--- src/rtl/lcd_bus_responder_if.sv ---
// HD44780-style 8-bit LCD bus as seen between the LCD writer (master) and the responder (slave).
interface lcd_bus_responder_if;
    logic       en;
    logic       rs;
    logic       rw;
    logic [7:0] data;
    logic [7:0] dout;
    logic       dout_oe;
    logic       busy;

    modport master (output en, rs, rw, data, input dout, dout_oe, busy);
    modport slave  (input en, rs, rw, data, output dout, dout_oe, busy);
endinterface

--- src/rtl/lcd_bus_responder.sv ---
// LCD bus responder: decodes HD44780-style commands/data into a 2x16 character buffer,
// answers status/data reads and exposes the buffer through a registered observe port.
//   state   | meaning
//   S_CLEAR | sweeping 0x20 into all 32 cells, one per cycle
//   S_IDLE  | ready, accepts writes
//   S_EXEC  | one-cycle command decode / busy load
//   S_BUSY  | busy counter running down
module lcd_bus_responder #(
    parameter int BUSY_SHORT = 2000,
    parameter int BUSY_LONG  = 82000
) (
    input  logic                CLOCK_50,
    input  logic                rst,
    lcd_bus_responder_if.slave  bus,
    input  logic [4:0]          rd_addr,
    output logic [7:0]          rd_char,
    output logic                disp_on,
    output logic [4:0]          ac,
    output logic                overrun
);
    localparam int CNT_MAX = (BUSY_LONG > BUSY_SHORT) ? BUSY_LONG : BUSY_SHORT;
    localparam int CW      = $clog2(CNT_MAX + 1);
    localparam logic [CW-1:0] LOAD_SHORT = CW'(BUSY_SHORT);
    localparam logic [CW-1:0] LOAD_LONG  = CW'(BUSY_LONG);
    localparam logic [CW-1:0] LOAD_SWEEP = CW'(BUSY_LONG - 32);

    typedef enum logic [1:0] {S_CLEAR, S_IDLE, S_EXEC, S_BUSY} state_t;

    state_t        state;
    logic [CW-1:0] cnt;
    logic [4:0]    ac_clr;
    logic          inc;
    logic          busy_q;
    logic [7:0]    dout_q;

    logic          s1_en, s1_rs, s1_rw, s2_en, s2_rs, s2_rw;
    logic [7:0]    s1_data, s2_data;
    logic          en_prev;
    logic          cap_rs, cap_rw;
    logic [7:0]    cap_data;
    logic          cmd_rs;
    logic [7:0]    cmd_data;

    logic          fall, wr_commit, rd_commit;

    logic [7:0]    mem [32];
    logic          mem_we;
    logic [4:0]    mem_addr;
    logic [7:0]    mem_wdata;

    function automatic logic [4:0] step(input logic [4:0] a, input logic up);
        return up ? a + 5'd1 : a - 5'd1;
    endfunction

    assign fall      = en_prev & ~s2_en;
    assign wr_commit = fall & ~cap_rw;
    assign rd_commit = fall & cap_rw;

    assign bus.dout    = dout_q;
    assign bus.dout_oe = s2_en & s2_rw;
    assign bus.busy    = busy_q;

    always_ff @(posedge CLOCK_50 or posedge rst) begin
        if (rst) begin
            s1_en    <= 1'b0;
            s1_rs    <= 1'b0;
            s1_rw    <= 1'b0;
            s1_data  <= 8'h00;
            s2_en    <= 1'b0;
            s2_rs    <= 1'b0;
            s2_rw    <= 1'b0;
            s2_data  <= 8'h00;
            en_prev  <= 1'b0;
            cap_rs   <= 1'b0;
            cap_rw   <= 1'b0;
            cap_data <= 8'h00;
        end else begin
            s1_en   <= bus.en;
            s1_rs   <= bus.rs;
            s1_rw   <= bus.rw;
            s1_data <= bus.data;
            s2_en   <= s1_en;
            s2_rs   <= s1_rs;
            s2_rw   <= s1_rw;
            s2_data <= s1_data;
            en_prev <= s2_en;
            if (s2_en) begin
                cap_rs   <= s2_rs;
                cap_rw   <= s2_rw;
                cap_data <= s2_data;
            end
        end
    end

    // Data writes land in the commit cycle so the observe port sees them one cycle later.
    always_comb begin
        mem_we    = 1'b0;
        mem_addr  = ac;
        mem_wdata = cap_data;
        if (state == S_CLEAR) begin
            mem_we    = 1'b1;
            mem_addr  = ac_clr;
            mem_wdata = 8'h20;
        end else if (state == S_IDLE && wr_commit && cap_rs) begin
            mem_we = 1'b1;
        end
    end

    always_ff @(posedge CLOCK_50) begin
        if (mem_we) mem[mem_addr] <= mem_wdata;
    end

    always_ff @(posedge CLOCK_50 or posedge rst) begin
        if (rst) begin
            rd_char <= 8'h20;
            dout_q  <= 8'h80;
        end else begin
            rd_char <= mem[rd_addr];
            if (s2_en && s2_rw)
                dout_q <= s2_rs ? mem[ac] : {busy_q, ac[4], 2'b00, ac[3:0]};
        end
    end

    always_ff @(posedge CLOCK_50 or posedge rst) begin
        if (rst) begin
            state    <= S_CLEAR;
            cnt      <= '0;
            ac_clr   <= 5'd0;
            ac       <= 5'd0;
            inc      <= 1'b1;
            disp_on  <= 1'b0;
            busy_q   <= 1'b1;
            overrun  <= 1'b0;
            cmd_rs   <= 1'b0;
            cmd_data <= 8'h00;
        end else begin
            if (wr_commit && state != S_IDLE) overrun <= 1'b1;
            if (rd_commit && cap_rs) ac <= step(ac, inc);

            case (state)
                S_CLEAR: begin
                    ac_clr <= ac_clr + 5'd1;
                    if (ac_clr == 5'd31) begin
                        if (BUSY_LONG > 32) begin
                            state <= S_BUSY;
                            cnt   <= LOAD_SWEEP;
                        end else begin
                            state  <= S_IDLE;
                            busy_q <= 1'b0;
                        end
                    end
                end
                S_IDLE: begin
                    if (wr_commit) begin
                        state    <= S_EXEC;
                        busy_q   <= 1'b1;
                        cmd_rs   <= cap_rs;
                        cmd_data <= cap_data;
                        if (cap_rs) ac <= step(ac, inc);
                    end
                end
                S_EXEC: begin
                    state <= S_BUSY;
                    cnt   <= LOAD_SHORT;
                    // Highest set bit selects the command; cursor/blink and shift bits have no effect here.
                    if (!cmd_rs) begin
                        casez (cmd_data)
                            8'b1???????: ac <= {cmd_data[6], cmd_data[3:0]};
                            8'b01??????, 8'b001?????: ;
                            8'b0001????: if (!cmd_data[3]) ac <= step(ac, cmd_data[2]);
                            8'b00001???: disp_on <= cmd_data[2];
                            8'b000001??: inc <= cmd_data[1];
                            8'b0000001?: begin
                                ac  <= 5'd0;
                                cnt <= LOAD_LONG;
                            end
                            8'b00000001: begin
                                ac     <= 5'd0;
                                inc    <= 1'b1;
                                ac_clr <= 5'd0;
                                state  <= S_CLEAR;
                            end
                            default: ;
                        endcase
                    end
                end
                S_BUSY: begin
                    cnt <= cnt - CW'(1);
                    if (cnt <= CW'(1)) begin
                        state  <= S_IDLE;
                        busy_q <= 1'b0;
                    end
                end
                default: begin
                    state  <= S_CLEAR;
                    ac_clr <= 5'd0;
                    busy_q <= 1'b1;
                end
            endcase
        end
    end
endmodule

--- src/flat_wrapper.sv ---
// flat-port wrapper written by rule: the top's interface ports become plain ports
module lcd_bus_responder_flat 
#(
    parameter int BUSY_SHORT = 2000,
    parameter int BUSY_LONG  = 82000
)
  (CLOCK_50, rst, rd_addr, rd_char, disp_on, ac, overrun, bus_en, bus_rs, bus_rw, bus_data, bus_dout, bus_dout_oe, bus_busy);
  lcd_bus_responder_if bus_i ();
  input  logic CLOCK_50;
  input  logic rst;
  input  logic [4:0] rd_addr;
  output logic [7:0] rd_char;
  output logic disp_on;
  output logic [4:0] ac;
  output logic overrun;
  input wire logic [$bits(bus_i.en)-1:0] bus_en;
  input wire logic [$bits(bus_i.rs)-1:0] bus_rs;
  input wire logic [$bits(bus_i.rw)-1:0] bus_rw;
  input wire logic [$bits(bus_i.data)-1:0] bus_data;
  output wire logic [$bits(bus_i.dout)-1:0] bus_dout;
  output wire logic [$bits(bus_i.dout_oe)-1:0] bus_dout_oe;
  output wire logic [$bits(bus_i.busy)-1:0] bus_busy;
  assign bus_i.en = bus_en;
  assign bus_i.rs = bus_rs;
  assign bus_i.rw = bus_rw;
  assign bus_i.data = bus_data;
  assign bus_dout = bus_i.dout;
  assign bus_dout_oe = bus_i.dout_oe;
  assign bus_busy = bus_i.busy;
  lcd_bus_responder #(.BUSY_SHORT(BUSY_SHORT), .BUSY_LONG(BUSY_LONG)) u_core (.CLOCK_50(CLOCK_50), .rst(rst), .bus(bus_i), .rd_addr(rd_addr), .rd_char(rd_char), .disp_on(disp_on), .ac(ac), .overrun(overrun));
endmodule
--- config.mk ---
export PLATFORM = sky130hd
export DESIGN_NAME = lcd_bus_responder_flat
export DESIGN_NICKNAME = d
export VERILOG_FILES = /design/src/rtl/lcd_bus_responder_if.sv /design/src/rtl/lcd_bus_responder.sv /design/src/flat_wrapper.sv
export SDC_FILE = /design/constraint.sdc
export NUM_CORES = 1
export LEC_CHECK = 0
export CORE_MARGIN = 5
export CORE_UTILIZATION = 67
export DETAILED_ROUTE_END_ITERATION = 10
export PLACE_DENSITY = 0.85
export SLEW_MARGIN = 30
export SYNTH_ARGS = -nofsm -noshare
export SYNTH_HDL_FRONTEND = slang
export SYNTH_SLANG_ARGS = --single-unit
--- constraint.sdc ---
create_clock -name CLOCK_50 -period 4.7 [get_ports CLOCK_50]
set_input_delay 1.175 -clock CLOCK_50 [delete_from_list [all_inputs] [get_ports CLOCK_50]]
set_output_delay 1.175 -clock CLOCK_50 [all_outputs]
set_load 0.005 [all_outputs]
==> load_flow_metrics.sql <==
INSERT INTO impl_metrics (metric_group, metric, value, unit) VALUES
('power_and_ir_drop', 'power.share.clock', '0.340', ''),
('synthesis', 'synth.cell_area', '16400', 'µm²'),
('setup_path', 'timing.rr.start', 'u_core.state[1]$_DFFE_PP0P_', ''),
('synthesis', 'postSynthCellCount', '1019', ''),
('clocking', 'cts_tree', 'done', ''),
('setup_path', 'crit_path_top_delay_cell', 'sky130_fd_sc_hd__dfrtp_1', ''),
('clocking', 'clock_tree_root_driver_cell', 'sky130_fd_sc_hd__clkbuf_16', ''),
('drt', 'wirelength', '44.2', 'mm'),
('status', 'run_status', 'finished, final reports clean', ''),
('floorplan', 'die_area', '27700', 'µm²'),
('grt', 'grt_antenna_before_repair', '0', ''),
('timing', 'final-hold-violation-count', '0', ''),
('setup_path', 'critical_path_launch_point_type', 'flop', ''),
('grt', 'grt_max_degree', '52', ''),
('clocking', 'cts-hold-fix-buffers', '0', ''),
('timing', 'layout_worst_path_cycle_share', '0.791', ''),
('setup_path', 'number_of_buffer_and_inverter_instances_along_the_worst_setup_path', '2', ''),
('layout', 'layout.cell_area.non_filler', '18500', 'µm²'),
('timing', 'timing.fmax', '0.269', 'GHz'),
('grt', 'globalRouteOverflowTotal', '0', ''),
('place', 'dpl.hpwl', '28.3', 'mm'),
('synthesis', 'ys_seq_elements', '347', ''),
('clocking', 'cts_sinks', '347', ''),
('clocking', 'htree_num_levels', '2', ''),
('drt', 'route.vias.total', '10700', ''),
('floorplan', 'placementRows', '57', ''),
('setup_path', 'max_incr_delay_on_cp', '0.79', 'ns'),
('timing', 'setup_violations', '0', ''),
('grt', 'via_count_of_the_first_global_routing_pass', '10800', ''),
('timing', 'finalClockSkew', '0.0290', 'ns'),
('layout', 'highest_count_cells_in_the_layout_ignoring_fill_and_taps', '256 x sky130_fd_sc_hd__edfxtp_1, 134 x sky130_fd_sc_hd__mux4_2, 84 x sky130_fd_sc_hd__dfrtp_1', ''),
('synthesis', 'largest_cells_by_area_after_synthesis', 'sky130_fd_sc_hd__edfxtp_1 47%, sky130_fd_sc_hd__mux4_2 18%, sky130_fd_sc_hd__dfrtp_1 13%', ''),
('power_and_ir_drop', 'worst_ir_drop_vdd', '316', 'µV'),
('drt', 'detail_route.wl_per_cell', '30.9', 'µm'),
('power_and_ir_drop', 'power.share.switching', '0.276', ''),
('timing', 'slew_headroom', '0.354', ''),
('power_and_ir_drop', 'cellLeakagePower', '0.00633', 'µW'),
('timing', 'fin_crit', '3.72', 'ns'),
('timing', 'setup_tns', '0', 'ns'),
('power_and_ir_drop', 'power_frac_comb', '0.229', ''),
('clocking', 'worstSkewPairLatency', '0.53', 'ns'),
('setup_path', 'worst_path_dominant_cell_family', 'flip-flops', ''),
('power_and_ir_drop', 'power_per_cell_area', '446', 'nW/µm²'),
('place', 'place_area', '17300', 'µm²'),
('clocking', 'post_cts_resized', '0', ''),
('timing', 'setup_repair_after_global_routing_missed_its_margin', 'false', ''),
('setup_path', 'worstSetupPathType', 'flop to primary output', ''),
('layout', 'ant_diodes', '0', ''),
('grt', 'grt_first_pass_wirelength', '67.3', 'mm'),
('timing', 'actual_slew_at_the_worst_max_slew_pin', '0.965', 'ns'),
('clocking', 'cts.reportedPaths.clkPinSlew', '0.06', 'ns'),
('drt', 'total_drc_errors_in_the_routed_layout', '0', ''),
('drt', 'detail-route-antenna-nets', '0', ''),
('setup_path', 'critPathLaunch', 'u_core.s2_en$_DFF_PP0_', ''),
('min_path', 'hp_start', 'u_core.s1_data[3]$_DFF_PP0_', ''),
('synthesis', 'asyncSetResetFlopFracSynth', '0.262', ''),
('drt', 'drtIter0Drc', '1767', ''),
('synthesis', 'synthFlopType', 'sky130_fd_sc_hd__edfxtp_1', ''),
('floorplan', 'initial_utilization', '0.677', ''),
('setup_path', 'end_kind', 'primary output', ''),
('setup_path', 'worst-endpoint-required', '3.52', 'ns'),
('synthesis', 'syn-mean-instance-area', '16.1', 'µm²'),
('drt', 'drtPass1Iterations', '6', ''),
('power_and_ir_drop', 'power.net_switching', '2270', 'µW'),
('grt', 'grtUsageTotal', '0.321', ''),
('drt', 'routed_via_count_divided_by_cell_count', '7.50', ''),
('synthesis', 'synth_largest_type_area_fraction', '0.468', ''),
('floorplan', 'core_region_area', '24200', 'µm²'),
('setup_path', 'crit_path_cell_trace', 'nand2_1, inv_1, clkdlybuf4s50_1', ''),
('place', 'place.port_buffers', '42', ''),
('floorplan', 'die_h', '167', 'µm');
-- state kept, by name, summed over array words and instances, names as in the netlist, 2 cells and up --
name / flops
u_core.ac: 5
u_core.ac_clr: 5
u_core.bus.dout: 8
u_core.cap_data: 8
u_core.cmd_data: 8
u_core.cnt: 17
u_core.mem: 256
u_core.rd_char: 8
u_core.s1_data: 8
u_core.s2_data: 8
u_core.state: 2
-- per-layer routing --
layer	routed length (µm)	vias up	track usage
met3	5880	180	0.0841
met2	21200	942	0.507
met1	14900	5361	0.437
met4	2150	0	0.125
met5	0	-	0
li1	-	4240	-
-- per-stage QoR --
stage               setup WS (ns)  hold slack, ns  std cells   util
finish                      0.982           0.330       1430  0.763
global route                0.909           0.352       1430  0.763
CTS                         0.980           0.339       1430  0.762
detailed placement           1.14           0.336       1366  0.715
global placement             1.20           0.333       1366  0.714
floorplan                    1.17           0.331       1019      -
-- logic make-up (layout without fill, tap and decap cells) --
group | count (synthesis) | in the layout | synth area share
and+or+nand+nor | 213 | 213 | 0.0636
xor gates and xnor gates | 14 | 14 | 0.00747
DFF | 347 | 347 | 0.607
muxes | 207 | 207 | 0.231
AOI/OAI and AO/OA | 137 | 137 | 0.0573
adders and majority gates | 10 | 10 | 0.00762
buffers and inverters | 91 | 178 | 0.0253
-- power groups by stage --
stage	sequential (µW)	combinational, µW	clock, µW
finish	3550	1890	2810
global route	3550	1990	2970
CTS	3540	1870	2820
detailed placement	3600	1840	0
global placement	3600	1790	0
floorplan	3520	1370	0
-- path summary, 6_finish.rpt --
| path | slack (ns) | endpoint | depth (start not counted) |
|---|---|---|---|
| hold / removal | 0.33 | u_core.s2_data[3]$_DFF_PP0_ | 0 |
| max in group asynchronous | 2.76 | u_core.bus.dout[7]$_DFFE_PP1P_ | 3 |
| min in group asynchronous | 1.12 | u_core.cnt[9]$_DFFE_PP0P_ | 2 |
| setup / recovery | 0.98 | bus_dout_oe | 3 |
| setup reg to reg | 1.41 | u_core.mem[0][2]$_DFFE_PP_ | 7 |
| hold reg to reg | 0.33 | u_core.s2_data[3]$_DFF_PP0_ | 0 |
-- cell usage after synthesis (10+ instances only) --
library cell,n
sky130_fd_sc_hd__a21oi_1,18
sky130_fd_sc_hd__a31oi_1,13
sky130_fd_sc_hd__buf_1,10
sky130_fd_sc_hd__buf_2,11
sky130_fd_sc_hd__buf_4,12
sky130_fd_sc_hd__clkbuf_1,29
sky130_fd_sc_hd__dfrtp_1,87
sky130_fd_sc_hd__edfxtp_1,256
sky130_fd_sc_hd__ha_1,10
sky130_fd_sc_hd__inv_1,24
sky130_fd_sc_hd__mux2_2,38
sky130_fd_sc_hd__mux2i_1,35
sky130_fd_sc_hd__mux4_2,134
sky130_fd_sc_hd__nand2_1,52
sky130_fd_sc_hd__nand3_1,12
sky130_fd_sc_hd__nand4_1,10
sky130_fd_sc_hd__nor2_1,68
sky130_fd_sc_hd__nor2b_1,15
sky130_fd_sc_hd__nor3_1,15
sky130_fd_sc_hd__o21ai_0,29
sky130_fd_sc_hd__o22ai_1,12
-- layout make-up --
type,count,area [µm²]
clock inverters,11,141
well taps,324,405
fillers,1318,5750
flip-flops and latches,347,9980
multi-input cells,581,6100
inverters,27,104
repair buffers,87,763
clock buffers,53,1010
-- worst reg2reg max path: cells and delay by family (launching register included) --
family          cells  cell delay [ns]
buf+inv             1             0.11
flops               1             0.44
simple gates        4             1.86
compound gates      1             0.21
fa+ha+maj           1             0.29
No activity file was read; power rests on OpenSTA's default activity.
